<file path="config.mk">
export PLATFORM = sky130hd
export DESIGN_NAME = aes_inv_cipher_ctrl_flat
export DESIGN_NICKNAME = d
export VERILOG_FILES = /design/src/rtl/aes_inv_cipher_ctrl_pkg.sv /design/src/rtl/aes_inv_cipher_ctrl_if.sv /design/src/rtl/aes_inv_cipher_ctrl_pipe_slot_ctl.sv /design/src/rtl/aes_inv_cipher_ctrl.sv /design/src/flat_wrapper.sv
export SDC_FILE = /design/constraint.sdc
export NUM_CORES = 1
export LEC_CHECK = 0
export CAP_MARGIN = 20
export CORE_MARGIN = 2
export CORE_UTILIZATION = 30
export DETAILED_ROUTE_END_ITERATION = 8
export GPL_ROUTABILITY_DRIVEN = 0
export GPL_TIMING_DRIVEN = 0
export PLACE_DENSITY_LB_ADDON = 0.05
export REMOVE_ABC_BUFFERS = 1
export SETUP_SLACK_MARGIN = 0.05
export SYNTH_ARGS = -nofsm -noshare
export SYNTH_HDL_FRONTEND = slang
export SYNTH_SLANG_ARGS = --single-unit
</file>
<file path="constraint.sdc">
create_clock -name clk -period 1.8 [get_ports clk]
set_input_delay 0.36 -clock clk [delete_from_list [all_inputs] [get_ports clk]]
set_output_delay 0.36 -clock clk [all_outputs]
set_load 0.05 [all_outputs]
</file>
<file path="src/rtl/aes_inv_cipher_ctrl_pkg.sv">
// rtl/aes_inv_cipher_ctrl_pkg.sv - shared types and helpers for the AES inverse cipher flow controller
// Contents:
//   AES_NK_DEFAULT  default key length in 32-bit words
//   AES_TAG_W       default sideband tag width
//   aes_tag_t       tag type at the default width
//   aes_nr(nk)      round count for a given key length
package aes_inv_cipher_ctrl_pkg;

  localparam int AES_NK_DEFAULT = 4;
  localparam int AES_TAG_W      = 4;

  typedef logic [AES_TAG_W-1:0] aes_tag_t;

  function automatic int aes_nr(input int nk);
    return nk + 6;
  endfunction

endpackage

</file>
<file path="src/rtl/aes_inv_cipher_ctrl_if.sv">
// rtl/aes_inv_cipher_ctrl_if.sv - ready/valid block stream in and out of the inverse cipher pipe
// Signals:
//   in_valid / in_ready / in_tag    ciphertext block offered to the pipe
//   out_valid / out_ready / out_tag plaintext block leaving the pipe
// Modports:
//   master  producer of input blocks and consumer of output blocks
//   slave   the flow controller
interface aes_inv_cipher_ctrl_if #(
  parameter int TAG_W = 4
);

  logic             in_valid;
  logic             in_ready;
  logic [TAG_W-1:0] in_tag;
  logic             out_valid;
  logic             out_ready;
  logic [TAG_W-1:0] out_tag;

  modport master (
    output in_valid,
    input  in_ready,
    output in_tag,
    input  out_valid,
    output out_ready,
    input  out_tag
  );

  modport slave (
    input  in_valid,
    output in_ready,
    input  in_tag,
    output out_valid,
    input  out_ready,
    output out_tag
  );

endinterface

</file>
<file path="src/rtl/aes_inv_cipher_ctrl_pipe_slot_ctl.sv">
// rtl/aes_inv_cipher_ctrl_pipe_slot_ctl.sv - occupancy bit, tag register and load enable for one pipe stage
// Ports:
//   clk, rst_n  clock and async active-low reset
//   flush       discard the block held here on the next edge
//   up_occ      upstream stage (or input) holds a block ready to move in
//   up_tag      tag travelling with that block
//   drain       the block held here leaves on this edge
//   occ         this stage holds a block
//   tag         tag of the block held here
//   en          load enable for this stage
module aes_inv_cipher_ctrl_pipe_slot_ctl #(
  parameter int TAG_W = 4
) (
  input  logic             clk,
  input  logic             rst_n,
  input  logic             flush,
  input  logic             up_occ,
  input  logic [TAG_W-1:0] up_tag,
  input  logic             drain,
  output logic             occ,
  output logic [TAG_W-1:0] tag,
  output logic             en
);

  logic acc;

  // A slot can take a new block when it is empty or its current block is
  // leaving on the same edge; this is what lets bubbles collapse.
  assign acc = !occ || drain;
  assign en  = up_occ && acc && !flush;

  always_ff @(posedge clk or negedge rst_n) begin
    if (!rst_n) begin
      occ <= 1'b0;
      tag <= '0;
    end else if (flush) begin
      occ <= 1'b0;
    end else if (en) begin
      occ <= 1'b1;
      tag <= up_tag;
    end else if (drain) begin
      occ <= 1'b0;
    end
  end

endmodule

</file>
<file path="src/rtl/aes_inv_cipher_ctrl.sv">
// rtl/aes_inv_cipher_ctrl.sv - flow controller for the Nr+1 stage pipelined AES inverse cipher
// Ports:
//   clk, rst_n  clock and async active-low reset
//   bus         slave side of the input/output block stream
//   flush       synchronous discard of every in-flight block
//   stage_en    load enable per datapath stage, index Nr (input side) .. 0 (output side)
//   inflight    number of occupied stages
//   busy        inflight != 0
module aes_inv_cipher_ctrl
  import aes_inv_cipher_ctrl_pkg::*;
#(
  parameter int Nk    = AES_NK_DEFAULT,
  parameter int Nr    = aes_nr(Nk),
  parameter int TAG_W = AES_TAG_W
) (
  input  logic                     clk,
  input  logic                     rst_n,
  aes_inv_cipher_ctrl_if.slave     bus,
  input  logic                     flush,
  output logic [0:Nr]              stage_en,
  output logic [$clog2(Nr+2)-1:0]  inflight,
  output logic                     busy
);

  localparam int CNT_W = $clog2(Nr + 2);

  logic             out_valid_w;
  logic             deliver;
  logic [CNT_W-1:0] inflight_q;

  // Blocks move from stage i+1 to stage i. The drain of stage i is the load
  // enable of stage i-1, so the ready path ripples from the output back to
  // the input within one cycle to sustain one block per cycle.
  for (genvar i = 0; i <= Nr; i++) begin : g_slot
    logic             drain;
    logic             up_occ;
    logic [TAG_W-1:0] up_tag;
    logic             occ;
    logic [TAG_W-1:0] tag;
    logic             en;

    if (i == 0) begin : g_drain_out
      assign drain = bus.out_ready;
    end else begin : g_drain_chain
      assign drain = g_slot[i-1].en;
    end

    if (i == Nr) begin : g_up_in
      assign up_occ = bus.in_valid;
      assign up_tag = bus.in_tag;
    end else begin : g_up_stage
      assign up_occ = g_slot[i+1].occ;
      assign up_tag = g_slot[i+1].tag;
    end

    aes_inv_cipher_ctrl_pipe_slot_ctl #(
      .TAG_W (TAG_W)
    ) u_slot (
      .clk    (clk),
      .rst_n  (rst_n),
      .flush  (flush),
      .up_occ (up_occ),
      .up_tag (up_tag),
      .drain  (drain),
      .occ    (occ),
      .tag    (tag),
      .en     (en)
    );

    assign stage_en[i] = en;
  end

  assign out_valid_w  = g_slot[0].occ;
  assign bus.out_valid = out_valid_w;
  assign bus.out_tag   = g_slot[0].tag;
  assign bus.in_ready  = (!g_slot[Nr].occ || g_slot[Nr].drain) && !flush;

  assign deliver = out_valid_w && bus.out_ready;

  // Tracks occupancy without summing occ bits: +1 per accept, -1 per delivery.
  always_ff @(posedge clk or negedge rst_n) begin
    if (!rst_n) begin
      inflight_q <= '0;
    end else if (flush) begin
      inflight_q <= '0;
    end else begin
      inflight_q <= inflight_q + CNT_W'(stage_en[Nr]) - CNT_W'(deliver);
    end
  end

  assign inflight = inflight_q;
  assign busy     = (inflight_q != '0);

endmodule
</file>
<file path="src/flat_wrapper.sv">
// flat-port wrapper written by rule: the top's interface ports become plain ports
module aes_inv_cipher_ctrl_flat import aes_inv_cipher_ctrl_pkg::*;
#(
  parameter int Nk    = AES_NK_DEFAULT,
  parameter int Nr    = aes_nr(Nk),
  parameter int TAG_W = AES_TAG_W
)
  (clk, rst_n, flush, stage_en, inflight, busy, bus_in_valid, bus_in_ready, bus_in_tag, bus_out_valid, bus_out_ready, bus_out_tag);
  aes_inv_cipher_ctrl_if #(.TAG_W(TAG_W)) bus_i ();
  input  logic clk;
  input  logic rst_n;
  input  logic flush;
  output logic [0:Nr] stage_en;
  output logic [$clog2(Nr+2)-1:0] inflight;
  output logic busy;
  input wire logic [$bits(bus_i.in_valid)-1:0] bus_in_valid;
  output wire logic [$bits(bus_i.in_ready)-1:0] bus_in_ready;
  input wire logic [$bits(bus_i.in_tag)-1:0] bus_in_tag;
  output wire logic [$bits(bus_i.out_valid)-1:0] bus_out_valid;
  input wire logic [$bits(bus_i.out_ready)-1:0] bus_out_ready;
  output wire logic [$bits(bus_i.out_tag)-1:0] bus_out_tag;
  assign bus_i.in_valid = bus_in_valid;
  assign bus_in_ready = bus_i.in_ready;
  assign bus_i.in_tag = bus_in_tag;
  assign bus_out_valid = bus_i.out_valid;
  assign bus_i.out_ready = bus_out_ready;
  assign bus_out_tag = bus_i.out_tag;
  aes_inv_cipher_ctrl #(.Nk(Nk), .Nr(Nr), .TAG_W(TAG_W)) u_core (.clk(clk), .rst_n(rst_n), .bus(bus_i), .flush(flush), .stage_en(stage_en), .inflight(inflight), .busy(busy));
endmodule
</file>
### Yosys cells after proc, flatten, opt, wreduce, memory -nomap -nowiden

Cells that the tools add are included.

| word-level totals | value |
|---|---|
| logic and storage cells | 130 |
| input bits | 9 |
| output and inout bits | 22 |
| flip-flop bits (word level) | 59 |

| cells by class | value |
|---|---|
| bitwise logic cells | 1 |
| reductions and logical operators | 70 |
| $add $sub $neg | 2 |
| muxes and demuxes | 34 |

Operators with widths:

| kind | number |
|---|---|
| $mux W1 | 33 |
| $reduce_bool A3 Y1 | 11 |
| $logic_and A1 B1 Y1 | 24 |
| $reduce_and A2 Y1 | 11 |
| $logic_not A1 Y1 | 12 |
| $logic_or A1 B1 Y1 | 11 |
| $add A4 B1 Y4 | 1 |
| $mux W4 | 1 |
| $reduce_bool A4 Y1 | 1 |
| $sub A4 B1 Y4 | 1 |
| $not A1 Y1 | 1 |

### Longest topological paths before layout

| logic depth | value |
|---|---|
| word-level depth | 37 |
| gate-level depth with buffers | 8 |
| depth with buffers taken out | 8 |

### By module

A second synthesis with hierarchy kept.

| unflattened totals | value |
|---|---|
| cell total of the unflattened synthesis | 185 |
| area, all modules | 2687.6 um^2 |

By module, submodules not included:

| module | sequential area each (um^2) | area each (um^2) | cells an instance | times used |
|---|---|---|---|---|
| aes_inv_cipher_ctrl_pipe_slot_ctl | 125.1 | 210.2 | 13 | 11 |
| aes_inv_cipher_ctrl | 100.1 | 375.4 | 42 | 1 |

### Worst setup path before layout

Ideal clock, no wire load.

| timing | value |
|---|---|
| kind | register to register |
| from | register u_core.g_slot[0].u_slot.occ |
| to | register u_core.inflight_q[2], in the netlist u_core.inflight[2] |
| stages on the path, launching flop included | 8 |
| setup time | 0.132 ns |
| data required time | 1.668 ns |
| path buffers | 0 |
| clock period less this slack | 2.257 ns |
| arrival time | 2.125 ns |
| setup slack | -0.457 ns |
| cell sequence | dfrtp_1 > nand4b_4 > nor3_4 > a211oi_4 > ha_1 > fa_1 > xnor2_1 > nor2_1 |

| between the ends | value |
|---|---|
| longest elaborated chain between the ends | 37 |
| elaborated cells between the ends (all ways) | 38 |
| classes of those cells | add/sub: 2; mux: 1; reduce/logical: 35 |

Ends and longest elaborated chain:

| element | line | text |
|---|---|---|
| start: declaration | aes_inv_cipher_ctrl_pipe_slot_ctl.sv:20 | `output logic occ,` |
| start signal: assignment | aes_inv_cipher_ctrl_pipe_slot_ctl.sv:34 | `occ <= 1'b0;` |
| start signal: assignment | aes_inv_cipher_ctrl_pipe_slot_ctl.sv:37 | `occ <= 1'b0;` |
| start signal: assignment | aes_inv_cipher_ctrl_pipe_slot_ctl.sv:39 | `occ <= 1'b1;` |
| $logic_not A1 Y1 | aes_inv_cipher_ctrl_pipe_slot_ctl.sv:29 | `assign acc = !occ \|\| drain;` |
| $logic_or A1 B1 Y1 | aes_inv_cipher_ctrl_pipe_slot_ctl.sv:29 |  |
| $logic_and A1 B1 Y1 (2 in a row) | aes_inv_cipher_ctrl_pipe_slot_ctl.sv:30 | `assign en = up_occ && acc && !flush;` |
| $logic_or A1 B1 Y1 | aes_inv_cipher_ctrl_pipe_slot_ctl.sv:29 |  |
| $logic_and A1 B1 Y1 (2 in a row) | aes_inv_cipher_ctrl_pipe_slot_ctl.sv:30 |  |
| $logic_or A1 B1 Y1 | aes_inv_cipher_ctrl_pipe_slot_ctl.sv:29 |  |
| $logic_and A1 B1 Y1 (2 in a row) | aes_inv_cipher_ctrl_pipe_slot_ctl.sv:30 |  |
| $logic_or A1 B1 Y1 | aes_inv_cipher_ctrl_pipe_slot_ctl.sv:29 |  |
| (+17 left out) | n/a |  |
| $logic_or A1 B1 Y1 | aes_inv_cipher_ctrl_pipe_slot_ctl.sv:29 |  |
| $logic_and A1 B1 Y1 (2 in a row) | aes_inv_cipher_ctrl_pipe_slot_ctl.sv:30 |  |
| $logic_or A1 B1 Y1 | aes_inv_cipher_ctrl_pipe_slot_ctl.sv:29 |  |
| $logic_and A1 B1 Y1 (2 in a row) | aes_inv_cipher_ctrl_pipe_slot_ctl.sv:30 |  |
| named net u_core.g_slot[10].en | aes_inv_cipher_ctrl.sv:40 | `logic en;` |
| $add A4 B1 Y4 | aes_inv_cipher_ctrl.sv:87 | `inflight_q <= inflight_q + CNT_W'(stage_en[Nr]) - CNT_W'(deliver);` |
| $sub A4 B1 Y4 | aes_inv_cipher_ctrl.sv:87 |  |
| $mux W4 | aes_inv_cipher_ctrl.sv:84 | `end else if (flush) begin` |
| end signal: assignment | aes_inv_cipher_ctrl.sv:87 |  |
| end: declaration | aes_inv_cipher_ctrl.sv:29 | `logic [CNT_W-1:0] inflight_q;` |

The timed path passes the listed nets, and every way through them passes these cells.
A chain may end at the register's enable or synchronous reset.

### Worst setup path after layout

| timing | value |
|---|---|
| from | register u_core.g_slot[0].u_slot.occ |
| to | output stage_en[5] (netlist bit) |

| between the ends | value |
|---|---|
| longest elaborated chain between the ends | 19 |

Ends and longest elaborated chain:

| element | line | text |
|---|---|---|
| $logic_not A1 Y1 | aes_inv_cipher_ctrl_pipe_slot_ctl.sv:29 |  |
| $logic_or A1 B1 Y1 | aes_inv_cipher_ctrl_pipe_slot_ctl.sv:29 |  |
| $logic_and A1 B1 Y1 (2 in a row) | aes_inv_cipher_ctrl_pipe_slot_ctl.sv:30 |  |
| $logic_or A1 B1 Y1 | aes_inv_cipher_ctrl_pipe_slot_ctl.sv:29 |  |
| $logic_and A1 B1 Y1 (2 in a row) | aes_inv_cipher_ctrl_pipe_slot_ctl.sv:30 |  |
| $logic_or A1 B1 Y1 | aes_inv_cipher_ctrl_pipe_slot_ctl.sv:29 |  |
| $logic_and A1 B1 Y1 (2 in a row) | aes_inv_cipher_ctrl_pipe_slot_ctl.sv:30 |  |
| $logic_or A1 B1 Y1 | aes_inv_cipher_ctrl_pipe_slot_ctl.sv:29 |  |
| $logic_and A1 B1 Y1 (2 in a row) | aes_inv_cipher_ctrl_pipe_slot_ctl.sv:30 |  |
| $logic_or A1 B1 Y1 | aes_inv_cipher_ctrl_pipe_slot_ctl.sv:29 |  |
| $logic_and A1 B1 Y1 (2 in a row) | aes_inv_cipher_ctrl_pipe_slot_ctl.sv:30 |  |
| $logic_or A1 B1 Y1 | aes_inv_cipher_ctrl_pipe_slot_ctl.sv:29 |  |
| $logic_and A1 B1 Y1 (2 in a row) | aes_inv_cipher_ctrl_pipe_slot_ctl.sv:30 |  |
| end: declaration | flat_wrapper.sv:13 | `output logic [0:Nr] stage_en;` |

No other way between the ends.

==> summary.md <==
| Metric | Value |
|---|---|
| Status | complete, but fails checks |
| Failing checks | setup timing |
| Most common cell after layout, fill and taps aside | dfrtp_1 |
| Die height | 97.5 µm |
| Dpl hpwl | 3280 µm |
| Clk pwr share | 41.0% |
| Layout Utilization | 40.9% |
| Leakage | 0.00175 µW |
| Reg clk slew, reported paths | 0.07 ns |
| R2R Path Start | u_core.g_slot[8].u_slot.occ |
| Final Power | 3290 µW |
| CTS tree | built |
| Crit path time final | 1.98 ns |
| Post-Route Setup TNS | -1.43 ns |
| Total CTS buffers | 9 |
| Largest area contributor in the netlist | dfrtp_1 |
| Number of global-route vias before repair | 1708 |
| Ant. Diodes | 0 |
| # placed instances | 319 |
| Worst hold path class | input port to asynchronous set/reset pin |
| Routed vias/inst | 4.39 |
| RSZ-0062 raised after global routing | true |
| Power Density | 937 nW/µm² |
| Cell Count, Final, Fillers Out | 364 |
| Via count | 1598 |
| # H-tree levels | 3 |
| Relative slew slack | 60.5% |
| Max Slew Vio Count | 0 |
| Area Growth Syn to Fin | 34.1% |
| Element type at the critical path start | flip-flop |
| Filler instances | 825 |
| DRT iter0 DRCs | 30 |
| Clock Latency Late Sink | 0.33 ns |
| Full die area | 9500 µm² |
| 1st-pass router iterations | 4 |
| Final wirelength | 5000 µm |
| PortBufs | 30 |
| Cts hold-fix bufs | 0 |
| Max cap viols | 0 |
| Antenna violations before repair | 0 |
| GRT Overall Usage | 11.4% |
| Max clock buf depth | 2 |
| First-pass GRT wire length | 8550 µm |
| Worst R2R End | u_core.inflight[3] |
| WS Path Type | flip-flop to primary output |
| Cell variety after synth | 38 |
| Peak supply drop | 0.336 mV |
| Clock Sinks | 59 |
| Internal power | 2470 µW |
| Least-Margin Pin Slew | 0.593 ns |
| I/O pins | 31 |
| WL per Instance | 13.7 µm |
| Setup-failing EPs final | 14 |
| Final net count | 266 |
| Final antenna-violating net count | 0 |
| Gr ovfl total | 0 |
| Commonest non-fill, non-tap cells in the layout | 54 x dfrtp_1, 40 x mux2_2, 27 x buf_4 |
| Final hold slack | 0.0256 ns |
| Largest net degree at the start of global routing | 35 |
| R2R setup slack | -0.12 ns |
| Required time worst endpoint | 1.44 ns |
| Net Sw Frac | 25.0% |
| Core Footprint | 8590 µm² |
| Sw Pwr | 823 µW |
| Crit Path Max Fanout | 5 |
| Sequential power share | 46.7% |
| Die W | 97.5 µm |
| WP data arrival | 1.62 ns |
| R2R cell count | 9 |
| Sequential area share after synthesis | 56.3% |
| Final hold vios | 0 |
| Cell Area, Synth | 2620 µm² |
| Root Driver | clkbuf_8 |
| Final cycle utilization of the critical path | 110% |
| Slack of the critical path | -0.181 ns |
| Share of the synthesized area in the top cell type | 56.3% |
| Row count | 34 |
| DRC viols | 0 |
| Starting Density | 30.5% |
| Fmax | 0.505 GHz |
| Comb pwr share | 12.4% |
| Setup Skew | 0.00536 ns |
| Setup crit end kind | primary output |
| Ratio of cells with drive above 1 in the final layout | 52.3% |
| Synth top area cells | dfrtp_1 56%, mux2_2 17%, buf_4 3.2%, ha_1 2.4%, mux2_4 2.3% |
| Synth Warn # | 0 |
| Synth Register Bits | 59 |
| Post-Syn Instances | 195 |
| Mean Syn Cell Area | 13.4 µm² |
## kinds of logic (layout without fill, tap and decap cells)
logic type      count (synthesis)  in the layout  synth area share [%]
compound gates                 14             14                  3.91
xor+xnor                        2              2                 0.668
fa+ha+maj                       6              6                  3.15
buf+inv                        29             90                  5.82
flops                          59             59                  56.3
mux                            44             44                  19.5
simple gates                   41             41                  10.6
## Yosys cell counts, drive strengths merged
library cell / n
or3b: 2
a21o: 1
o21ai: 2
a211oi: 1
or4: 1
xnor2: 2
nand3b: 2
nor2b: 2
nand2: 2
nand4b: 1
nor3b: 1
a21oi: 8
a31oi: 1
nor3: 1
buf: 14
a211o: 1
nand2b: 4
and2: 2
and2b: 1
and3: 1
ha: 5
nand4: 1
nand3: 3
fa: 1
nor2: 16
clkbuf: 1
mux2: 44
and4b: 1
inv: 14
dfrtp: 59
## flip-flops by register name, summed over array words and instances (netlist names)
signal,count
u_core.g_slot.u_slot.occ,11
u_core.g_slot.u_slot.tag,44
u_core.inflight,4
## power by group through the flow
stage | Combinational [µW] | Sequential, µW | Clock (µW)
finish | 407 | 1540 | 1350
global route | 439 | 1560 | 1450
CTS | 403 | 1540 | 1390
detailed placement | 408 | 1570 | 0
global placement | 396 | 1570 | 0
floorplan | 233 | 1570 | 0
## stage by stage
| stage | setup slack, ns | instance area [µm²] |
|---|---|---|
| 6_report | -0.181 | 3510 |
| 5_1_grt | -0.261 | 3510 |
| 4_1_cts | -0.215 | 3390 |
| 3_5_place_dp | -1.52 | 2970 |
| 3_3_place_gp | -1.50 | 2960 |
| 2_1_floorplan | -0.754 | 2520 |
## final cells by class
type / instances / area, µm² / share of cell area [%]
Clock inverter: 6 / 88.8 / 2.53
Sequential cell: 59 / 1480 / 42.2
Inverter: 14 / 52.6 / 1.50
Tap cell: 108 / 135 / 3.84
Timing Repair Buffer: 60 / 544 / 15.5
Clock buffer: 10 / 138 / 3.92
Multi-Input combinational cell: 107 / 1070 / 30.5
## worst max-delay path: stages, from the launching register on
cell	delay, ns
dfrtp_2	0.45
nand4b_4	0.15
nor2_4	0.09
or3b_4	0.39
inv_2	0.07
buf_8	0.14
## per-layer routing
metal  track usage (%)  vias to the layer above  routed length, µm
li1                  -                      764                  -
met1              13.3                      804               2080
met2              19.2                       20               2670
met3              3.74                       10                159
met4              5.13                        0                 95
met5                 0                        -                  0
## repair_timing
action,CTS,global route
setup endpoints to repair,71,19
buffers inserted,20,10
resized for setup,122,11
pin swaps,19,8
## how the worst max path moves through the flow
stage | start | end | slack, ns | cells past startpoint
after floorplan | u_core.g_slot[0].u_slot.occ | u_core.inflight[1] | -0.75 | 6
after global placement | rst_n | u_core.g_slot[5].u_slot.tag[2] | -1.50 | 1
after detailed placement | flush | stage_en[8] | -1.52 | 4
after CTS | u_core.g_slot[2].u_slot.occ | stage_en[5] | -0.21 | 5
after global routing | u_core.g_slot[0].u_slot.occ | stage_en[5] | -0.26 | 5
final | u_core.g_slot[0].u_slot.occ | stage_en[5] | -0.18 | 5
No activity file was read; power rests on OpenSTA's default activity.
